### src/rtl/hilo_unit.sv
// hilo_unit: iterative multiply/divide unit that owns the HI/LO registers.
// Issue ops: mult, multu, div, divu, mthi, mtlo. mfhi/mflo are served through
// rd_data, and stall holds the pipeline while an operation is in flight.
// Optional feature macro: HILO_DIV_EN compiles in the divide datapath and div0.
// Without it, div/divu are ignored and div0 reads 0.
module hilo_unit (
    input  logic        clk,
    input  logic        reset,
    input  logic        start,
    input  logic [2:0]  op,
    input  logic [31:0] a,
    input  logic [31:0] b,
    input  logic        rd_en,
    input  logic        rd_hi,
    output logic [31:0] rd_data,
    output logic        busy,
    output logic        stall,
    output logic        done,
    output logic        div0
);

    localparam int unsigned W  = 32;
    localparam int unsigned AW = 2 * W;
    localparam int unsigned CW = 6;

    localparam logic [2:0] OP_MULT  = 3'b000;
    localparam logic [2:0] OP_MULTU = 3'b001;
`ifdef HILO_DIV_EN
    localparam logic [2:0] OP_DIV   = 3'b010;
    localparam logic [2:0] OP_DIVU  = 3'b011;
`endif
    localparam logic [2:0] OP_MTHI  = 3'b100;
    localparam logic [2:0] OP_MTLO  = 3'b101;

    typedef enum logic [1:0] {
        S_IDLE = 2'd0,
        S_CALC = 2'd1,
        S_FIX  = 2'd2
    } state_e;

    state_e          state_q, state_d;
    logic [CW-1:0]   cnt_q, cnt_d;
    logic [AW-1:0]   acc_q, acc_d;
    logic [W-1:0]    opnd_q, opnd_d;
    logic            neg_res_q, neg_res_d;
    logic [W-1:0]    hi_q, hi_d;
    logic [W-1:0]    lo_q, lo_d;
    logic            busy_q, busy_d;
    logic            done_q, done_d;
`ifdef HILO_DIV_EN
    logic            is_div_q, is_div_d;
    logic            neg_rem_q, neg_rem_d;
    logic            dz_q, dz_d;
    logic            div0_q, div0_d;
    logic [W:0]      div_diff;
    logic [AW-1:0]   div_step;
    logic [W-1:0]    quo_fix;
    logic [W-1:0]    rem_fix;
`endif

    logic            sgn_op;
    logic [W-1:0]    a_abs;
    logic [W-1:0]    b_abs;
    logic [W:0]      mul_sum;
    logic [AW-1:0]   mul_step;
    logic [AW-1:0]   prod_fix;

    // Operand magnitudes for the signed ops
    always_comb begin
        sgn_op = ~op[0];
        a_abs  = (sgn_op && a[W-1]) ? (~a + W'(1)) : a;
        b_abs  = (sgn_op && b[W-1]) ? (~b + W'(1)) : b;
    end

    // One radix-2 iteration of each datapath, plus the sign-fixed results
    always_comb begin
        mul_sum  = {1'b0, acc_q[AW-1:W]} + (acc_q[0] ? {1'b0, opnd_q} : (W+1)'(0));
        mul_step = {mul_sum, acc_q[W-1:1]};
        prod_fix = neg_res_q ? (~acc_q + AW'(1)) : acc_q;
`ifdef HILO_DIV_EN
        // Remainder stays below the divisor, so bit W of the difference is the borrow
        div_diff = acc_q[AW-1:W-1] - {1'b0, opnd_q};
        div_step = div_diff[W] ? {acc_q[AW-2:0], 1'b0}
                               : {div_diff[W-1:0], acc_q[W-2:0], 1'b1};
        quo_fix  = neg_res_q ? (~acc_q[W-1:0] + W'(1)) : acc_q[W-1:0];
        rem_fix  = neg_rem_q ? (~acc_q[AW-1:W] + W'(1)) : acc_q[AW-1:W];
`endif
    end

    // Next-state, datapath and HI/LO update
    always_comb begin
        state_d   = state_q;
        cnt_d     = cnt_q;
        acc_d     = acc_q;
        opnd_d    = opnd_q;
        neg_res_d = neg_res_q;
        hi_d      = hi_q;
        lo_d      = lo_q;
`ifdef HILO_DIV_EN
        is_div_d  = is_div_q;
        neg_rem_d = neg_rem_q;
        dz_d      = dz_q;
        div0_d    = div0_q;
`endif

        case (state_q)
            S_IDLE: begin
                if (start) begin
                    case (op)
                        OP_MULT, OP_MULTU: begin
                            state_d   = S_CALC;
                            cnt_d     = '0;
                            acc_d     = {W'(0), b_abs};
                            opnd_d    = a_abs;
                            neg_res_d = sgn_op & (a[W-1] ^ b[W-1]);
`ifdef HILO_DIV_EN
                            is_div_d  = 1'b0;
                            neg_rem_d = 1'b0;
                            dz_d      = 1'b0;
                            div0_d    = 1'b0;
`endif
                        end
`ifdef HILO_DIV_EN
                        OP_DIV, OP_DIVU: begin
                            state_d   = S_CALC;
                            cnt_d     = '0;
                            acc_d     = {W'(0), a_abs};
                            opnd_d    = b_abs;
                            neg_res_d = sgn_op & (a[W-1] ^ b[W-1]);
                            is_div_d  = 1'b1;
                            neg_rem_d = sgn_op & a[W-1];
                            dz_d      = (b == W'(0));
                            div0_d    = 1'b0;
                        end
`endif
                        OP_MTHI: begin
                            hi_d = a;
`ifdef HILO_DIV_EN
                            div0_d = 1'b0;
`endif
                        end
                        OP_MTLO: begin
                            lo_d = a;
`ifdef HILO_DIV_EN
                            div0_d = 1'b0;
`endif
                        end
                        default: ;
                    endcase
                end
            end
            S_CALC: begin
                cnt_d = cnt_q + CW'(1);
                acc_d = mul_step;
`ifdef HILO_DIV_EN
                if (is_div_q) begin
                    acc_d = div_step;
                end
`endif
                if (cnt_q == CW'(31)) begin
                    state_d = S_FIX;
                end
            end
            S_FIX: begin
                state_d = S_IDLE;
                hi_d    = prod_fix[AW-1:W];
                lo_d    = prod_fix[W-1:0];
`ifdef HILO_DIV_EN
                if (is_div_q) begin
                    // Divide by zero: remainder path already reproduces a
                    hi_d   = rem_fix;
                    lo_d   = dz_q ? '1 : quo_fix;
                    div0_d = dz_q;
                end
`endif
            end
            default: state_d = S_IDLE;
        endcase

        busy_d = (state_d != S_IDLE);
        done_d = (state_d == S_FIX);
    end

    // State and datapath registers; reset discards any operation in flight
    always_ff @(posedge clk) begin
        if (reset) begin
            state_q   <= S_IDLE;
            cnt_q     <= '0;
            acc_q     <= '0;
            opnd_q    <= '0;
            neg_res_q <= 1'b0;
            hi_q      <= '0;
            lo_q      <= '0;
            busy_q    <= 1'b0;
            done_q    <= 1'b0;
`ifdef HILO_DIV_EN
            is_div_q  <= 1'b0;
            neg_rem_q <= 1'b0;
            dz_q      <= 1'b0;
            div0_q    <= 1'b0;
`endif
        end else begin
            state_q   <= state_d;
            cnt_q     <= cnt_d;
            acc_q     <= acc_d;
            opnd_q    <= opnd_d;
            neg_res_q <= neg_res_d;
            hi_q      <= hi_d;
            lo_q      <= lo_d;
            busy_q    <= busy_d;
            done_q    <= done_d;
`ifdef HILO_DIV_EN
            is_div_q  <= is_div_d;
            neg_rem_q <= neg_rem_d;
            dz_q      <= dz_d;
            div0_q    <= div0_d;
`endif
        end
    end

    // Read port and hazard outputs
    always_comb begin
        rd_data = rd_hi ? hi_q : lo_q;
        busy    = busy_q;
        done    = done_q;
        stall   = busy_q & (rd_en | start);
`ifdef HILO_DIV_EN
        div0    = div0_q;
`else
        div0    = 1'b0;
`endif
    end

endmodule

### config.mk
export PLATFORM = sky130hd
export DESIGN_NAME = hilo_unit
export DESIGN_NICKNAME = d
export VERILOG_FILES = /design/src/rtl/hilo_unit.sv
export SDC_FILE = /design/constraint.sdc
export NUM_CORES = 1
export LEC_CHECK = 0
export ABC_CLOCK_PERIOD_IN_PS = 8400
export BUFFER_PORTS_ARGS = -buffer_cell sky130_fd_sc_hd__buf_2
export CAP_MARGIN = 20
export CORE_MARGIN = 5
export CORE_UTILIZATION = 60
export DETAILED_ROUTE_END_ITERATION = 8
export GPL_TIMING_DRIVEN = 0
export PLACE_DENSITY = 0.8
export SYNTH_ARGS = -nofsm -noshare
export SYNTH_HDL_FRONTEND = slang
export SYNTH_SLANG_ARGS = --single-unit
export TNS_END_PERCENT = 10
### constraint.sdc
create_clock -name clk -period 8.4 [get_ports clk]
set_clock_uncertainty 0.15 [all_clocks]
set_input_delay 0.84 -clock clk [delete_from_list [all_inputs] [get_ports clk]]
set_output_delay 0.84 -clock clk [all_outputs]
set_load 0.05 [all_outputs]
==> metrics.txt, run 1 <==
status=finished clean; TritonCTS clock tree=built; final worst path period share=54.7%; gr busiest metal=met2; residual DRC count=0; number of synthesized register bits=approximately 170; worst skew pair latency=approximately 0.45 ns; Max Buffers Root-to-Sink=2; GPL Wtd Cong=approximately 1.0; Top Family by Delay on Critical Path=compound AO/OA/AOI/OAI gates; Pwr Density=154 nW/um^2; final worst slack=3.81 ns; Post-CTS Setup Bufs=0; Antenna diodes=0; via count=between 10000 and 15000; IO buf count=just over 100; GR Util met2=between 60% and 70%; Pins Over Slew Limit=0; cts hold-fix bufs=0; dpl hpwl=34500 um; Crit Path Category=reg2reg; unrepaired setup endpoints after global routing=no; synthesized instance count=1509; synth cell count leaders=nor2_1 (182), dfxtp_1 (171), nand2_1 (128); yosys warns=0; worst-margin pin slew=1.11 ns; grt met1 use=approximately 55%; met3 usage=under 10%; total placed cells including tap cells=between 1500 and 2000; Async SR Flop Fraction=0%; vias in the first global route=roughly 12000; worst-path cell chain=clkbuf_1 > clkbuf_1 > and2_1 > ha_1 > inv_1 > fa_1 > nor2b_1 > o2111ai_1 > a211oi_1 > o2111ai_1 > a21oi_1 > o21ai_0 > a32o_1; CORE AREA=around 19000 um^2; CP max-delay cell=a211oi_1; Cell Area, Synth=11700 um^2; number of cells on the critical path=13; minimum clock period=about 4.6 ns; FMAX=218 MHz; clock root buffer=clkbuf_16; Die Wd=between 100 and 150 um; Num CTS Buffers=17; Hold Vio Cnt, Final=0; Bufs and invs on worst path=3; Nets=approximately 1700; synth top area cells=dfxtp_1 (29%), xor2_1 (6.1%), nor2_1 (5.9%), a21oi_1 (4.7%), o21ai_0 (4.7%); first-pass GRT wire length=between 60000 and 70000 um; die height=approximately 150 um; CP Max Fanout=10; Final ANT Viol Nets=0; syn_nets=1618; hold depth=2; Place WS=just under 4 ns; final setup violation count=0; clock slew at reported path FFs=0.07 ns; Pleak=a little under 0.005 uW; Worst Path Arrival=between 4 and 5 ns; post-CTS sizing=0; crit-path max cell delay=a little under 0.7 ns; post-synth top area share=between 20% and 30%; sequential area share after synthesis=29.4%; die area=between 20000 and 25000 um^2; Yosys cell types=72; crit path launch type=flip-flop; via/cell ratio=~6.7; clock sinks=around 170; global route overflow=0; Slew headroom=25.5%; Synth Flop Type=dfxtp_1; worst hold path class=reg2reg; Max IR drop VDD=~140 uV; antenna violations before repair=1; CTS H-tree depth=4; EDFF count, synth=0; Crit. End Element=flip-flop; Wirelength per Cell=between 20 and 25 um; Yosys top cell by area=dfxtp_1; DRT Pass-1 Iters=6; synthesized area per cell=7.73 um^2; Row Count=51; GRT Total Usage=39.6%; Starting Density=roughly three fifths; share of cells above drive strength 1=a little under an eighth; 1st-iter DRT viols=1814; DRT Wirelength=~45000 um; multi-input logic area=7720 um^2; register area=3420 um^2; fillcell total=1724; count leader, synth=nor2_1; Crit path required time=between 8 and 9 ns; Max Cap Viol=0; largest net degree at the start of global routing=17; reg2reg path depth=13; Setup TNS Final=0 ns; Non-Filler Instances=1910; I/O Pins=108; Area Overhead vs Synth=12.2%
[path summary, 6_finish.rpt]
path / start / end / slack (ns)
max: acc_q[0]$_SDFFE_PP0P_ / acc_q[57]$_SDFFE_PP0P_ / 3.81
min: opnd_q[26]$_SDFFE_PP0P_ / opnd_q[26]$_SDFFE_PP0P_ / 0.30
max reg2reg: acc_q[0]$_SDFFE_PP0P_ / acc_q[57]$_SDFFE_PP0P_ / 3.81
min reg2reg: opnd_q[26]$_SDFFE_PP0P_ / opnd_q[26]$_SDFFE_PP0P_ / 0.30
[registers in the layout (all words and copies together), names as in the netlist]
name and count:
lo_q 32, opnd_q 32, acc_q 64, state_q 2, hi_q 32, done 1, neg_res_q 1, cnt_q 6
busy 1
[worst register-to-register path: stages, from the launching register on]
cell and delay, ns:
dfxtp_1 0.32, clkbuf_1 0.42, clkbuf_1 0.43, and2_1 0.20, ha_1 0.21, inv_1 0.08, fa_1 0.45, nor2b_1 0.20
o2111ai_1 0.19, a211oi_1 0.69, o2111ai_1 0.38, a21oi_1 0.35, o21ai_0 0.14, a32o_1 0.28
[cells in the final DEF (no fill, tap or decap), types with 23 or more instances in the layout]
master and count:
a211oi_1 50, a21oi_1 110, a22oi_1 37, and2_1 32
buf_2 105, clkbuf_1 98, dfxtp_1 171, ha_1 36
inv_1 24, mux2_2 34, nand2_1 128, nor2_1 182
nor3_1 37, o21ai_0 109, o31ai_1 23, or3_1 29
xnor2_1 39, xor2_1 81
[cell families after synthesis]
logic type | Yosys count | share of synthesized area [%]
XOR/XNOR | 120 | 9.02
adder cells (fa/ha/maj) | 37 | 4.04
AND/OR/NAND/NOR | 515 | 21.3
AO/OA/AOI/OAI | 478 | 27.1
flip-flops | 171 | 29.4
other | 1 | 0.0322
buffers and inverters | 136 | 4.42
multiplexers | 51 | 4.74
[cell type report]
class | count | share of cell area, %
multi-input combinational | 1202 | 59.0
sequential | 171 | 26.2
timing repair buffer | 104 | 3.98
clock buffer | 21 | 3.52
buffer | 112 | 3.25
tap | 265 | 2.53
clock inverter | 11 | 0.842
inverter | 24 | 0.689
[through the flow]
stage	hold WS, ns	util, %	cell area (um^2)	power (uW)
after floorplan	0.267	-	11700	1080
after global placement	0.278	64.9	12500	1210
after detailed placement	0.288	64.9	12500	1210
after CTS	0.304	67.9	13100	1980
after global routing	0.323	67.9	13100	2050
final	0.300	67.9	13100	2010
[routing by layer]
metal | routed length [um] | vias to the layer above
met4 | 1930 | 2
met2 | 19300 | 852
li1 | - | 5796
met5 | 18 | -
met1 | 18500 | 5997
met3 | 5410 | 146
[power breakdown]
part           switching [uW]  total, uW  internal (uW)
registers                20.3        853            833
logic                     248        361            113
clock network             369        798            429
Power figures use the tool's default switching activity.
==> run 2: changes to the inputs <==
--- a/config.mk
+++ b/config.mk
@@ -5,14 +5,14 @@
 export SDC_FILE = /design/constraint.sdc
 export NUM_CORES = 1
 export LEC_CHECK = 0
-export ABC_CLOCK_PERIOD_IN_PS = 8400
+export ABC_CLOCK_PERIOD_IN_PS = 3700
 export BUFFER_PORTS_ARGS = -buffer_cell sky130_fd_sc_hd__buf_2
 export CAP_MARGIN = 20
 export CORE_MARGIN = 5
-export CORE_UTILIZATION = 60
+export CORE_UTILIZATION = 55
 export DETAILED_ROUTE_END_ITERATION = 8
 export GPL_TIMING_DRIVEN = 0
-export PLACE_DENSITY = 0.8
+export PLACE_DENSITY = 0.78
 export SYNTH_ARGS = -nofsm -noshare
 export SYNTH_HDL_FRONTEND = slang
 export SYNTH_SLANG_ARGS = --single-unit
==> constraint.sdc (replaced) <==
create_clock -name clk -period 3.7 [get_ports clk]
set_clock_uncertainty 0.15 [all_clocks]
set_input_delay 0.37 -clock clk [delete_from_list [all_inputs] [get_ports clk]]
set_output_delay 0.37 -clock clk [all_outputs]
set_load 0.05 [all_outputs]
==> run 2 against run 1 <==
Compared with the run above:
- core utilization shrank 4.8 points
- global-route usage decreased by 3.4 points
- register-to-register slack worse by 3.7 ns
- die area grew 8.5%
- via count is essentially flat
- largest power group unchanged
- non-clock buffer count up 3
- clock power up 130%
- critical path type unchanged
- highest routed layer is now met4
- combinational power rose by 130%
- hold slack got worse by 0.21 ns
- routed wire length rose by 0.67%
==> metrics.txt, run 2 (same netlist as run 1, synthesis figures left out) <==
Crit Path Category=reg2reg; 1st-iter DRT viols=1781; Max Cap Viol=0; flop2flop setup slack=0.07 ns; worst-margin pin slew=1.10 ns; Row Count=53; GRT Total Usage=about 36%; Area Overhead vs Synth=13.5%; IO buf count=between 100 and 150; clock slew at reported path FFs=0.07 ns; hold depth=3; clock sinks=~170; DRT Wirelength=~45000 um; CTS H-tree depth=4; largest net degree at the start of global routing=17; Reg-to-Reg End=hi_q[25]$_SDFFE_PP0P_; CORE AREA=between 20000 and 25000 um^2; final worst path period share=between 90% and 100%; DRT Pass-1 Iters=6; residual DRC count=0; I/O Pins=between 100 and 150; TritonCTS clock tree=built; share of cells above drive strength 1=about 13%; FMAX=between 200 and 300 MHz; worst hold path class=in2reg; GPL Wtd Cong=1.02; Starting Density=between 50% and 60%; multi-input logic area=between 7000 and 8000 um^2; register area=3420 um^2; via/cell ratio=~6.7; Pwr Density=350 nW/um^2; minimum clock period=3.63 ns; Place WS=-0.789 ns; Die Wd=roughly 160 um; Worst Path Arrival=~3.8 ns; clock root buffer=clkbuf_16; crit path launch type=flip-flop; global route overflow=0; final worst slack=~0.072 ns; Slew headroom=approximately a quarter; Pins Over Slew Limit=0; cts hold-fix bufs=0; most common cell after layout, fill and taps aside=nor2_1; antenna violations before repair=0; Nets=~1700; worst skew pair latency=~0.44 ns; HP Start=b[17]; Non-Filler Instances=between 1500 and 2000; total placed cells including tap cells=between 1500 and 2000; Hold WS=0.0860 ns; die area=~24000 um^2; max reg flops=between 60 and 70; Hold Vio Cnt, Final=0; fillcell total=between 1500 and 2000; status=finished clean; Wirelength per Cell=about 24 um; Final ANT Viol Nets=0; die height=between 150 and 200 um; Antenna diodes=0; final setup violation count=0; Pleak=approximately 0.005 uW; first-pass GRT wire length=68600 um; Reg with most FFs=acc_q; vias in the first global route=between 10000 and 15000; dpl hpwl=around 35000 um; reg2reg path depth=9; most frequent cells in the layout=nor2_1 (182), dfxtp_1 (171), nand2_1 (128); Num CTS Buffers=17; Crit. End Element=flip-flop; worst r2r src=acc_q[19]$_SDFFE_PP0P_; CP Max Fanout=9; Crit path required time=around 3.8 ns; hold endpoint=acc_q[17]$_SDFFE_PP0P_; total power=about 4600 uW; Max IR drop VDD=249 uV; via count=12800; Max Buffers Root-to-Sink=2
==> run 2: repair_timing <==
item | CTS | global route
setup endpoints to repair | 32 | 23
buffers inserted | 1 | 2
pin swaps | 2 | 1
resized for setup | 7 | 16
==> run 2: layer usage <==
| metal | global-route usage (%) | share of wire [%] | vias to the layer above |
|---|---|---|---|
| met5 | 0 | 0 | - |
| met4 | 13.6 | 4.0 | 0 |
| met3 | 9.29 | 11 | 139 |
| met2 | 54.6 | 43 | 791 |
| met1 | 50.2 | 42 | 6081 |
| li1 | - | - | 5792 |
==> run 2: where the power goes <==
group	switching [uW]	leakage, uW	internal [uW]
clock network	837	0.000274	1020
registers	47.9	0.00139	1890
logic	563	0.00333	270
total	1450	0.00499	3180
==> run 2: worst max path at each step <==
stage | startpoint | to | slack [ns] | cells after the start
3_5_place_dp | acc_q[0]$_SDFFE_PP0P_ | acc_q[59]$_SDFFE_PP0P_ | -0.79 | 13
5_1_grt | acc_q[19]$_SDFFE_PP0P_ | hi_q[25]$_SDFFE_PP0P_ | -0.03 | 9
2_1_floorplan | acc_q[0]$_SDFFE_PP0P_ | acc_q[49]$_SDFFE_PP0P_ | 0.35 | 13
4_1_cts | acc_q[0]$_SDFFE_PP0P_ | acc_q[57]$_SDFFE_PP0P_ | 0.005 | 14
3_3_place_gp | acc_q[0]$_SDFFE_PP0P_ | acc_q[59]$_SDFFE_PP0P_ | -0.70 | 13
6_report | acc_q[19]$_SDFFE_PP0P_ | hi_q[25]$_SDFFE_PP0P_ | 0.07 | 9
==> run 2: critical path: stages (launching register included) <==
cell and delay [ns]:
dfxtp_1 0.37, or4_1 0.67, nand2b_1 0.20, clkbuf_1 0.26, or4_1 0.66, or2_2 0.31
clkbuf_1 0.29, nor3_2 0.25, mux2i_1 0.21, a21oi_1 0.09
==> run 2: stage by stage <==
stage	instance area, um^2	util, %	setup TNS, ns
2_1_floorplan	11700	-	0
3_3_place_gp	12500	59.7	-6.15
3_5_place_dp	12500	59.8	-7.21
4_1_cts	13100	62.7	0
5_1_grt	13200	63.1	-0.0290
6_report	13200	63.1	0
==> run 2: cell type report <==
type / count / share of cell area, %
well taps: 275 / 2.60
clock inverters: 12 / 1.05
plain buffers: 112 / 3.28
repair buffers: 107 / 4.11
multi-input cells: 1202 / 59.0
flip-flops and latches: 171 / 25.9
clock buffers: 20 / 3.38
inverters: 24 / 0.681
